<file path="src/rtl/apb_req_arbiter_if.sv">
// Bundle between the CPU-side requesters, the arbiter and the shared APB master.
// slave  : the arbiter's view (takes requests, drives the master inputs).
// master : the surrounding logic's view (requesters plus the APB master).
// The parameters must match the ones given to apb_req_arbiter.
interface apb_req_arbiter_if #(
   parameter int NUM_REQ = 4,
   parameter int ADDR_W  = 8,
   parameter int DATA_W  = 21,
   parameter int SEL_W   = 8
);
   logic [NUM_REQ-1:0]        req_valid;
   logic [NUM_REQ*SEL_W-1:0]  req_sel;
   logic [NUM_REQ*ADDR_W-1:0] req_addr;
   logic [NUM_REQ*DATA_W-1:0] req_data;
   logic [NUM_REQ-1:0]        req_grant;
   logic [NUM_REQ-1:0]        req_done;
   logic                      mst_enable;
   logic [SEL_W-1:0]          mst_cpusel;
   logic [ADDR_W-1:0]         mst_addr;
   logic [DATA_W-1:0]         mst_data;
   logic                      mst_cpuready;
   logic                      busy;

   modport slave (
      input  req_valid, req_sel, req_addr, req_data, mst_cpuready,
      output req_grant, req_done, mst_enable, mst_cpusel, mst_addr, mst_data, busy
   );

   modport master (
      output req_valid, req_sel, req_addr, req_data, mst_cpuready,
      input  req_grant, req_done, mst_enable, mst_cpusel, mst_addr, mst_data, busy
   );
endinterface

</file>
<file path="src/rtl/apb_req_arbiter.sv">
// apb_req_arbiter: shares one APB master between NUM_REQ requesters.
// Round-robin by default; define APB_ARB_FIXED_PRIO_EN for lowest-index-wins
// fixed priority (rr_ptr then stays at its reset value).
// IDLE -> BUSY on a grant, BUSY -> DRAIN on CPUPREADY, DRAIN -> IDLE once the
// master has dropped CPUPREADY, which guarantees an enable-low gap.
module apb_req_arbiter #(
   parameter int NUM_REQ = 4,
   parameter int ADDR_W  = 8,
   parameter int DATA_W  = 21,
   parameter int SEL_W   = 8
) (
   input  logic               PCLK,
   input  logic               PRESET,
   apb_req_arbiter_if.slave   bus
);
   localparam int PTR_W = (NUM_REQ > 1) ? $clog2(NUM_REQ) : 1;

   typedef enum logic [1:0] {IDLE, BUSY, DRAIN} state_t;

   state_t                          state, state_nxt;
   logic [PTR_W-1:0]                rr_ptr;
   logic [PTR_W-1:0]                win_idx;
   logic                            win_found;
   logic [NUM_REQ-1:0]              grant_q, done_q;
   logic [SEL_W-1:0]                cpusel_q;
   logic [ADDR_W-1:0]               addr_q;
   logic [DATA_W-1:0]               data_q;

   // per-requester views of the packed request fields
   logic [NUM_REQ-1:0][SEL_W-1:0]   sel_v;
   logic [NUM_REQ-1:0][ADDR_W-1:0]  addr_v;
   logic [NUM_REQ-1:0][DATA_W-1:0]  data_v;

   assign sel_v  = bus.req_sel;
   assign addr_v = bus.req_addr;
   assign data_v = bus.req_data;

   // winner search; loops run from lowest to highest priority so the last hit wins
`ifdef APB_ARB_FIXED_PRIO_EN
   always_comb begin
      win_found = 1'b0;
      win_idx   = '0;
      for (int i = NUM_REQ-1; i >= 0; i--) begin
         if (bus.req_valid[PTR_W'(i)]) begin
            win_found = 1'b1;
            win_idx   = PTR_W'(i);
         end
      end
   end
`else
   logic [PTR_W-1:0] cand;
   always_comb begin
      win_found = 1'b0;
      win_idx   = '0;
      cand      = '0;
      for (int k = NUM_REQ; k >= 1; k--) begin
         cand = PTR_W'((int'(rr_ptr) + k) % NUM_REQ);
         if (bus.req_valid[cand]) begin
            win_found = 1'b1;
            win_idx   = cand;
         end
      end
   end
`endif

   // state register
   always_ff @(posedge PCLK or posedge PRESET) begin
      if (PRESET) state <= IDLE;
      else        state <= state_nxt;
   end

   // next-state logic
   always_comb begin
      state_nxt = state;
      case (state)
         IDLE:    if (win_found)         state_nxt = BUSY;
         BUSY:    if (bus.mst_cpuready)  state_nxt = DRAIN;
         DRAIN:   if (!bus.mst_cpuready) state_nxt = IDLE;
         default:                        state_nxt = IDLE;
      endcase
   end

   // grant/done/master-input registers; request fields are sampled only at the grant edge
   always_ff @(posedge PCLK or posedge PRESET) begin
      if (PRESET) begin
         grant_q  <= '0;
         done_q   <= '0;
         cpusel_q <= '0;
         addr_q   <= '0;
         data_q   <= '0;
         rr_ptr   <= PTR_W'(NUM_REQ-1);
      end else begin
         done_q <= '0;
         case (state)
            IDLE: begin
               if (win_found) begin
                  grant_q  <= {{(NUM_REQ-1){1'b0}}, 1'b1} << win_idx;
                  cpusel_q <= sel_v[win_idx];
                  addr_q   <= addr_v[win_idx];
                  data_q   <= data_v[win_idx];
`ifndef APB_ARB_FIXED_PRIO_EN
                  rr_ptr   <= win_idx;
`endif
               end
            end
            BUSY: begin
               if (bus.mst_cpuready) begin
                  done_q  <= grant_q;
                  grant_q <= '0;
               end
            end
            default: ;
         endcase
      end
   end

   // enable drops combinationally with CPUPREADY so the master cannot relaunch
   assign bus.mst_enable = (state == BUSY) && !bus.mst_cpuready;
   assign bus.busy       = (state != IDLE);
   assign bus.req_grant  = grant_q;
   assign bus.req_done   = done_q;
   assign bus.mst_cpusel = cpusel_q;
   assign bus.mst_addr   = addr_q;
   assign bus.mst_data   = data_q;
endmodule

</file>
<file path="src/flat_wrapper.sv">
// flat-port wrapper written by rule: the top's interface ports become plain ports
module apb_req_arbiter_flat 
#(
   parameter int NUM_REQ = 4,
   parameter int ADDR_W  = 8,
   parameter int DATA_W  = 21,
   parameter int SEL_W   = 8
)
  (PCLK, PRESET, bus_req_valid, bus_req_sel, bus_req_addr, bus_req_data, bus_mst_cpuready, bus_req_grant, bus_req_done, bus_mst_enable, bus_mst_cpusel, bus_mst_addr, bus_mst_data, bus_busy);
  apb_req_arbiter_if #(.NUM_REQ(NUM_REQ), .ADDR_W(ADDR_W), .DATA_W(DATA_W), .SEL_W(SEL_W)) bus_i ();
  input  logic PCLK;
  input  logic PRESET;
  input wire logic [$bits(bus_i.req_valid)-1:0] bus_req_valid;
  input wire logic [$bits(bus_i.req_sel)-1:0] bus_req_sel;
  input wire logic [$bits(bus_i.req_addr)-1:0] bus_req_addr;
  input wire logic [$bits(bus_i.req_data)-1:0] bus_req_data;
  input wire logic [$bits(bus_i.mst_cpuready)-1:0] bus_mst_cpuready;
  output wire logic [$bits(bus_i.req_grant)-1:0] bus_req_grant;
  output wire logic [$bits(bus_i.req_done)-1:0] bus_req_done;
  output wire logic [$bits(bus_i.mst_enable)-1:0] bus_mst_enable;
  output wire logic [$bits(bus_i.mst_cpusel)-1:0] bus_mst_cpusel;
  output wire logic [$bits(bus_i.mst_addr)-1:0] bus_mst_addr;
  output wire logic [$bits(bus_i.mst_data)-1:0] bus_mst_data;
  output wire logic [$bits(bus_i.busy)-1:0] bus_busy;
  assign bus_i.req_valid = bus_req_valid;
  assign bus_i.req_sel = bus_req_sel;
  assign bus_i.req_addr = bus_req_addr;
  assign bus_i.req_data = bus_req_data;
  assign bus_i.mst_cpuready = bus_mst_cpuready;
  assign bus_req_grant = bus_i.req_grant;
  assign bus_req_done = bus_i.req_done;
  assign bus_mst_enable = bus_i.mst_enable;
  assign bus_mst_cpusel = bus_i.mst_cpusel;
  assign bus_mst_addr = bus_i.mst_addr;
  assign bus_mst_data = bus_i.mst_data;
  assign bus_busy = bus_i.busy;
  apb_req_arbiter #(.NUM_REQ(NUM_REQ), .ADDR_W(ADDR_W), .DATA_W(DATA_W), .SEL_W(SEL_W)) u_core (.PCLK(PCLK), .PRESET(PRESET), .bus(bus_i));
endmodule
</file>
<file path="config.mk">
export PLATFORM = sky130hd
export DESIGN_NAME = apb_req_arbiter_flat
export DESIGN_NICKNAME = d
export VERILOG_FILES = /design/src/rtl/apb_req_arbiter_if.sv /design/src/rtl/apb_req_arbiter.sv /design/src/flat_wrapper.sv
export SDC_FILE = /design/constraint.sdc
export NUM_CORES = 1
export LEC_CHECK = 0
export ABC_CLOCK_PERIOD_IN_PS = 2000
export BUFFER_PORTS_ARGS = -buffer_cell sky130_fd_sc_hd__buf_2
export CAP_MARGIN = 20
export CORE_MARGIN = 8
export CORE_UTILIZATION = 23
export DETAILED_ROUTE_END_ITERATION = 7
export GPL_TIMING_DRIVEN = 1
export HOLD_SLACK_MARGIN = 0.12
export PLACE_DENSITY_LB_ADDON = 0.25
export SYNTH_ARGS = -nofsm -noshare
export SYNTH_HDL_FRONTEND = slang
export SYNTH_SLANG_ARGS = --single-unit
</file>
<file path="constraint.sdc">
create_clock -name PCLK -period 2 [get_ports PCLK]
set_clock_uncertainty 0.2 [all_clocks]
set_input_delay 0.1 -clock PCLK [delete_from_list [all_inputs] [get_ports PCLK]]
set_output_delay 0.1 -clock PCLK [all_outputs]
set_load 0.02 [all_outputs]
</file>
==> impl_metrics.json, run 1 <==
{
  "htree_levels": 2,
  "cts.sinks": 49,
  "synth_seq_cells": 49,
  "synth.top_cells.by_area": "dfrtp_1 (36%), a211oi_2 (16%), mux2i_1 (10%)",
  "cts_setup_buffers": 0,
  "place_inst": 691,
  "synth_nets": 468,
  "yosys_warnings": 0,
  "synth.distinct_cells": 34,
  "synth-edff-count": 0,
  "synth_top_cell_area_share": 0.3557,
  "root_buffer": "clkbuf_16",
  "cts-resized-gates": 10,
  "synth_top_flop_cell": "dfrtp_1",
  "cts_buffers": 5,
  "start_util": 0.2310,
  "ios": 202,
  "gp_congestion": 0.7809,
  "syn_area_per_cell_um2": 10.57,
  "synth.cell_area_um2": 3307,
  "dieHeight_um": 135.9,
  "ys_seq_area_frac": 0.3715,
  "rows": 44,
  "die_w_um": 135.9,
  "io_buffers": 201,
  "clk_path_buf_depth": 2,
  "error": "[ERROR RSZ-0060] Max buffer count reached.",
  "status": "aborted with a tool error",
  "yosysTopAreaCell": "dfrtp_1",
  "synth_cells": 313,
  "ys_async_sr_fraction": 1.000,
  "stop_stage": "4_1_cts",
  "cts_hold_buf": 141,
  "dp_hpwl_mm": 9.570
}
-- cell usage after synthesis (all sizes together) (3+ instances only) --
cell,number
a211oi,66
nand3,3
nor2,40
o31a,33
dfrtp,47
buf,21
a221o,4
nand4,4
clkbuf,12
o21ai,6
mux2i,33
nand2b,4
nand2,3
a21oi,8
and2,4
o31ai,4
mux2,4
-- kinds of logic after synthesis --
family                 synth area share
AOI/OAI and AO/OA                0.3628
and+or+nand+nor                 0.08740
DFF                              0.3715
muxes                            0.1135
buffers and inverters           0.06470
-- metrics by stage --
stage / area (um2) / util / setup WS [ns]
3_3_place_gp: 4690 / 0.3276 / -0.1135
3_5_place_dp: 4690 / 0.3276 / -0.1360
2_1_floorplan: 3326 / - / -0.002672
==> inputs of run 2 (changes only) <==
--- a/config.mk
+++ b/config.mk
@@ -5,15 +5,14 @@
 export SDC_FILE = /design/constraint.sdc
 export NUM_CORES = 1
 export LEC_CHECK = 0
-export ABC_CLOCK_PERIOD_IN_PS = 2000
+export ABC_CLOCK_PERIOD_IN_PS = 2600
 export BUFFER_PORTS_ARGS = -buffer_cell sky130_fd_sc_hd__buf_2
 export CAP_MARGIN = 20
 export CORE_MARGIN = 8
-export CORE_UTILIZATION = 23
+export CORE_UTILIZATION = 20
 export DETAILED_ROUTE_END_ITERATION = 7
 export GPL_TIMING_DRIVEN = 1
-export HOLD_SLACK_MARGIN = 0.12
-export PLACE_DENSITY_LB_ADDON = 0.25
+export PLACE_DENSITY_LB_ADDON = 0.15
 export SYNTH_ARGS = -nofsm -noshare
 export SYNTH_HDL_FRONTEND = slang
 export SYNTH_SLANG_ARGS = --single-unit
==> constraint.sdc (replaced) <==
create_clock -name PCLK -period 2.6 [get_ports PCLK]
set_clock_uncertainty 0.2 [all_clocks]
set_input_delay 0.13 -clock PCLK [delete_from_list [all_inputs] [get_ports PCLK]]
set_output_delay 0.13 -clock PCLK [all_outputs]
set_load 0.02 [all_outputs]
==> run 2 against run 1 <==
Compared with the run above: the run now ends clean; synthesized area is the same; synthesized cell count is the same.
==> impl_metrics.json, run 2 <==
{
  "status": "finished clean",
  "root_buffer": "clkbuf_16",
  "grt_remaining_overflow": 0,
  "internal_power_w": 0.002951,
  "yosysTopAreaCell": "dfrtp_1",
  "synth.distinct_cells": 34,
  "p_seq_frac": 0.242,
  "synth_top_family_by_area": "compound AO/OA/AOI/OAI gates",
  "grt_pass1_wl_mm": 22.12,
  "final.min_clock_period_ns": 2.434,
  "grt_max_degree": 38,
  "io_buffers": 201,
  "vias_per_cell": 4.538,
  "ys_async_sr_fraction": 1.000,
  "synth-xor-area-share": 0,
  "first_pass_iters": 4,
  "cts.sinks": 49,
  "drc_errors": 0,
  "holdPathStages": 3,
  "pre_cts_slack_ns": 0.2780,
  "fin_crit_sh": 0.9363,
  "drive_gt1_frac": 0.5000,
  "vias": 3612,
  "ios": 202,
  "cts_buffers": 5,
  "coreArea_um2": 16350,
  "drt_iter0_drc": 126,
  "cp.required_ns": 2.61,
  "largest_reg_flops": 21,
  "clk_path_buf_depth": 2,
  "ys_top_cells_by_count": "dfrtp_1 (47), a211oi_2 (42), nor2_1 (40)",
  "crit_fanout": 17,
  "cts_tree": "done",
  "slew_headroom": 0.5653,
  "diodes": 0,
  "max_freq_mhz": 410.8,
  "p_per_area_nw_per_um2": 1017,
  "ir_worst_vdd_uv": 343.4,
  "start_util": 0.2023,
  "ys_seq_area_frac": 0.3715,
  "finalHoldViolCount": 0,
  "p_clk_frac": 0.124,
  "rows": 47,
  "gp_congestion": 0.8043,
  "cts-resized-gates": 0,
  "synth_cells": 313,
  "synth.top_cells.by_area": "dfrtp_1 (36%), a211oi_2 (16%), mux2i_1 (10%)",
  "antenna_left": 0,
  "tightest_slew_ns": 0.6453,
  "synth_seq_cells": 49,
  "finalSetupViolations": 0,
  "die_w_um": 144.6,
  "grtUsageTotal": 0.1373,
  "synth_compound_area_frac": 0.3628,
  "p_comb_frac": 0.634,
  "most-common-layout-cells": "buf_2 (201), dlygate4sd3_1 (62), dfrtp_1 (47)",
  "yosys_warnings": 0,
  "setup_slack_ns": 0.1657,
  "crit_type": "reg2reg",
  "synth_adder_area_share": 0,
  "final_common_cell": "buf_2",
  "dieHeight_um": 144.6,
  "slew_viol_final": 0,
  "synth.cell_area_um2": 3307,
  "syn_area_per_cell_um2": 10.57,
  "synth-edff-count": 0,
  "synth_mux_area_frac": 0.1135,
  "fin_setup_tns_ns": 0,
  "switching_share": 0.4674,
  "place_area_um2": 4577,
  "worstHoldPathType": "in2reg",
  "final_area_um2": 5445,
  "endpoint_kind": "flip-flop",
  "htree_levels": 2,
  "dieArea_um2": 20900,
  "clk_latency_ns": 0.30,
  "wl_per_cell_um": 18.51,
  "worst_setup_path_start_kind": "flip-flop",
  "power_switching_w": 0.002590,
  "synth_most_common_cell": "dfrtp_1",
  "rsz0062_at_grt": "false",
  "wirelength_mm": 14.73,
  "synth_top_flop_cell": "dfrtp_1",
  "reg2reg_depth": 7,
  "antenna_found_initial": 0,
  "area_delta_synth_final_pct": 64.66,
  "dp_hpwl_mm": 10.42,
  "synth_nets": 468,
  "crit_arrival_ns": 2.45,
  "r2r_setup_slack_ns": 0.17,
  "grt_pass1_vias": 4035,
  "cap_violations": 0,
  "p_leak_nw": 2.437,
  "nets": 730,
  "clk_pin_slew_ns": 0.08,
  "synth_top_cell_area_share": 0.3557,
  "yosys.area_share.simple": 0.08740
}
## run 2: cell counts after synthesis
Identical to the previous run, type by type.
## run 2: final cells by class
cell class	count	area, um2
clock buffers	5	125.1
repair buffers	288	1882
flip-flops and latches	49	1229
inverters	2	7.507
multi-input cells	229	1904
clock inverters	3	22.52
fillers	1763	10900
well taps	220	275.3
## run 2: timing repair
action                     in CTS  in global routing
hold endpoints to repair       57                  0
hold buffers                   62                  0
setup buffers                   0                 10
setup endpoints to repair       0                  5
## run 2: per-layer routing
| metal | up-vias | wire length, um | track usage |
|---|---|---|---|
| met3 | 7 | 1212 | 0.03566 |
| met4 | 0 | 171 | 0.03724 |
| met2 | 142 | 7274 | 0.2433 |
| li1 | 1741 | - | - |
| met5 | - | 0 | 0 |
| met1 | 1722 | 6072 | 0.1598 |
## run 2: critical path, cell delays in order (launching register included)
cell and delay [ns]:
dfstp_2 0.55, nor2b_2 0.05, o21a_2 0.23, nor3_4 0.24
buf_12 0.19, mux2i_1 0.08, dlygate4sd3_1 0.55, a211oi_1 0.23
## run 2: cells by family (layout without fill, tap and decap cells)
kind of cell / Yosys count / in the layout
compound gates: 129 / 129
simple gates: 63 / 63
flops: 49 / 49
mux: 37 / 37
buf+inv: 35 / 298
## run 2: power groups by stage
stage | Combinational [W] | Clock [W] | Sequential [W]
6_report | 0.00351 | 0.000688 | 0.00134
4_1_cts | 0.00341 | 0.000729 | 0.00135
3_3_place_gp | 0.00329 | 0 | 0.00135
2_1_floorplan | 0.00191 | 0 | 0.00169
3_5_place_dp | 0.00332 | 0 | 0.00135
5_1_grt | 0.00380 | 0.000752 | 0.00139
## run 2: worst paths after layout
path                                                       endpoint                         start
worst max-delay path             u_core.bus.mst_addr[7]$_DFFE_PP0P_  u_core.rr_ptr[0]$_DFFE_PP1P_
worst min-delay path             u_core.bus.mst_addr[4]$_DFFE_PP0P_               bus_req_addr[4]
worst max register to register   u_core.bus.mst_addr[7]$_DFFE_PP0P_  u_core.rr_ptr[0]$_DFFE_PP1P_
worst min register to register         u_core.rr_ptr[0]$_DFFE_PP1P_  u_core.rr_ptr[0]$_DFFE_PP1P_
max in group asynchronous              u_core.rr_ptr[1]$_DFFE_PP1P_                        PRESET
min in group asynchronous       u_core.bus.mst_data[13]$_DFFE_PP0P_                        PRESET
## run 2: per-stage QoR
stage / instances / util / power [W] / hold slack (ns)
CTS: 785 / 0.3270 / 0.005485 / 0.0004085
finish: 796 / 0.3331 / 0.005540 / 0.01066
global placement: 715 / 0.2800 / 0.004643 / 0.02970
global route: 796 / 0.3331 / 0.005949 / 0.01141
floorplan: 313 / - / 0.003605 / 0.04015
detailed placement: 715 / 0.2800 / 0.004671 / 0.04182
(Power assumes the default switching activity.)
==> inputs of run 3 (changes only) <==
--- a/config.mk
+++ b/config.mk
@@ -8,7 +8,8 @@
 export ABC_CLOCK_PERIOD_IN_PS = 2600
 export BUFFER_PORTS_ARGS = -buffer_cell sky130_fd_sc_hd__buf_2
 export CAP_MARGIN = 20
-export CORE_MARGIN = 8
+export CORE_ASPECT_RATIO = 0.5
+export CORE_MARGIN = 1.5
 export CORE_UTILIZATION = 20
 export DETAILED_ROUTE_END_ITERATION = 7
 export GPL_TIMING_DRIVEN = 1
==> run 3 against run 2 <==
Compared with the run above: design area down 7.7%; largest cell class unchanged; non-clock buffer count decreased by 44; via count down 6.7%; maximum frequency rose by 8.4%; sequential power about the same; flip-flop and latch count unchanged; first-iteration DRC count decreased by 25%.
==> impl_metrics.json, run 3 (synthesis results as in run 2) <==
{
  "status": "finished clean",
  "grt-busiest-layer": "met2",
  "use_met2": 0.2509,
  "io_buffers": 201,
  "gp_congestion": 0.7603,
  "ir_worst_vdd_uv": 394.0,
  "drive_gt1_frac": 0.5226,
  "final_common_cell": "buf_2",
  "crit_fanout": 17,
  "grtUsageTotal": 0.1439,
  "worstHoldPathType": "in2reg",
  "cap_violations": 0,
  "max_freq_mhz": 445.4,
  "drt_iter0_drc": 94,
  "die_w_um": 184.9,
  "endpoint_kind": "flip-flop",
  "clk_latency_ns": 0.30,
  "grt_max_degree": 38,
  "coreArea_um2": 15780,
  "nets": 686,
  "dp_hpwl_mm": 9.240,
  "slew_headroom": 0.5406,
  "clk_path_buf_depth": 2,
  "grtUsageMet3": 0.02829,
  "wl_per_cell_um": 16.68,
  "dieArea_um2": 17360,
  "area_delta_synth_final_pct": 51.95,
  "drc_errors": 0,
  "htree_levels": 2,
  "tightest_slew_ns": 0.6880,
  "cts_buffers": 5,
  "vias": 3370,
  "rsz0062_at_grt": "false",
  "cp.required_ns": 2.55,
  "p_per_area_nw_per_um2": 1058,
  "grt_pass1_wl_mm": 19.07,
  "vias_per_cell": 4.475,
  "crit_type": "reg2reg",
  "fin_setup_tns_ns": 0,
  "slew_viol_final": 0,
  "cts_tree": "done",
  "most-common-layout-cells": "buf_2 (201), dfrtp_1 (47), a211oi_2 (42)",
  "finalSetupViolations": 0,
  "final.min_clock_period_ns": 2.245,
  "clk_pin_slew_ns": 0.08,
  "first_pass_iters": 4,
  "root_buffer": "clkbuf_16",
  "antenna_left": 0,
  "largest_reg_flops": 21,
  "pre_cts_slack_ns": 0.3571,
  "wirelength_mm": 12.56,
  "antenna_found_initial": 0,
  "rows": 32,
  "start_util": 0.2096,
  "finalHoldViolCount": 0,
  "cts.sinks": 49,
  "p_leak_nw": 2.238,
  "setup_slack_ns": 0.3549,
  "dieHeight_um": 93.93,
  "diodes": 0,
  "ios": 202,
  "grt_pass1_vias": 3579,
  "grt_util_met1": 0.1863,
  "cts-resized-gates": 0,
  "crit_arrival_ns": 2.20,
  "fin_crit_sh": 0.8635,
  "grt_remaining_overflow": 0,
  "worst_setup_path_start_kind": "flip-flop"
}
-- run 3: critical path: stages (launching register included) --
cell and delay, ns:
dfstp_2 0.55, nand2b_1 0.19, o22ai_1 0.12, a211o_2 0.44, buf_4 0.26, a211oi_1 0.25, a211oi_1 0.08
-- run 3: layer usage --
layer / share of wire / vias to the layer above
li1: - / 1649
met1: 0.46 / 1641
met2: 0.49 / 73
met3: 0.040 / 7
met4: 0.0057 / 0
met5: 0 / -
-- run 3: report_power, final --
part	internal (W)	switching [W]	leakage [nW]
logic	0.00132	0.00197	1.60
registers	0.00113	0.000204	0.568
clock network	0.000360	0.000330	0.0702
total	0.00281	0.00250	2.24
-- run 3: cell type report --
cell class | instances | area, um2
Fill cell | 1719 | 10750
Multi-Input combinational cell | 229 | 1904
Timing Repair Buffer | 244 | 1461
Sequential cell | 49 | 1229
Tap cell | 221 | 276.5
Clock buffer | 5 | 125.1
Clock inverter | 3 | 21.27
Inverter | 2 | 7.507
-- run 3: repair_timing --
| item | in CTS | in global routing |
|---|---|---|
| endpoints found under the setup margin | 0 | 0 |
| hold buffers | 27 | 1 |
| buffers inserted | 0 | 0 |
| endpoints found under the hold margin | 43 | 1 |
-- run 3: path summary, 6_finish.rpt --
kind	slack [ns]	to	start	cells after the start
min reg2reg	0.28	u_core.rr_ptr[0]$_DFFE_PP1P_	u_core.rr_ptr[0]$_DFFE_PP1P_	2
max in group asynchronous	1.26	u_core.bus.mst_cpusel[6]$_DFFE_PP0P_	PRESET	4
min	0.003	u_core.bus.mst_data[19]$_DFFE_PP0P_	bus_req_data[40]	3
min in group asynchronous	0.29	u_core.bus.mst_data[6]$_DFFE_PP0P_	PRESET	3
max	0.35	u_core.bus.mst_addr[7]$_DFFE_PP0P_	u_core.rr_ptr[0]$_DFFE_PP1P_	6
max reg2reg	0.35	u_core.bus.mst_addr[7]$_DFFE_PP0P_	u_core.rr_ptr[0]$_DFFE_PP1P_	6
-- run 3: per-stage QoR --
step / area, um2 / hold slack (ns) / instances / util / total power [W]
after floorplan: 3307 / 0.04015 / 313 / - / 0.003605
after global placement: 4598 / 0.08679 / 717 / 0.2915 / 0.004634
after detailed placement: 4598 / 0.07632 / 717 / 0.2915 / 0.004665
after CTS: 5015 / 0.0003186 / 752 / 0.3179 / 0.005403
after global routing: 5025 / 0.005186 / 753 / 0.3185 / 0.005706
final: 5025 / 0.003067 / 753 / 0.3185 / 0.005314
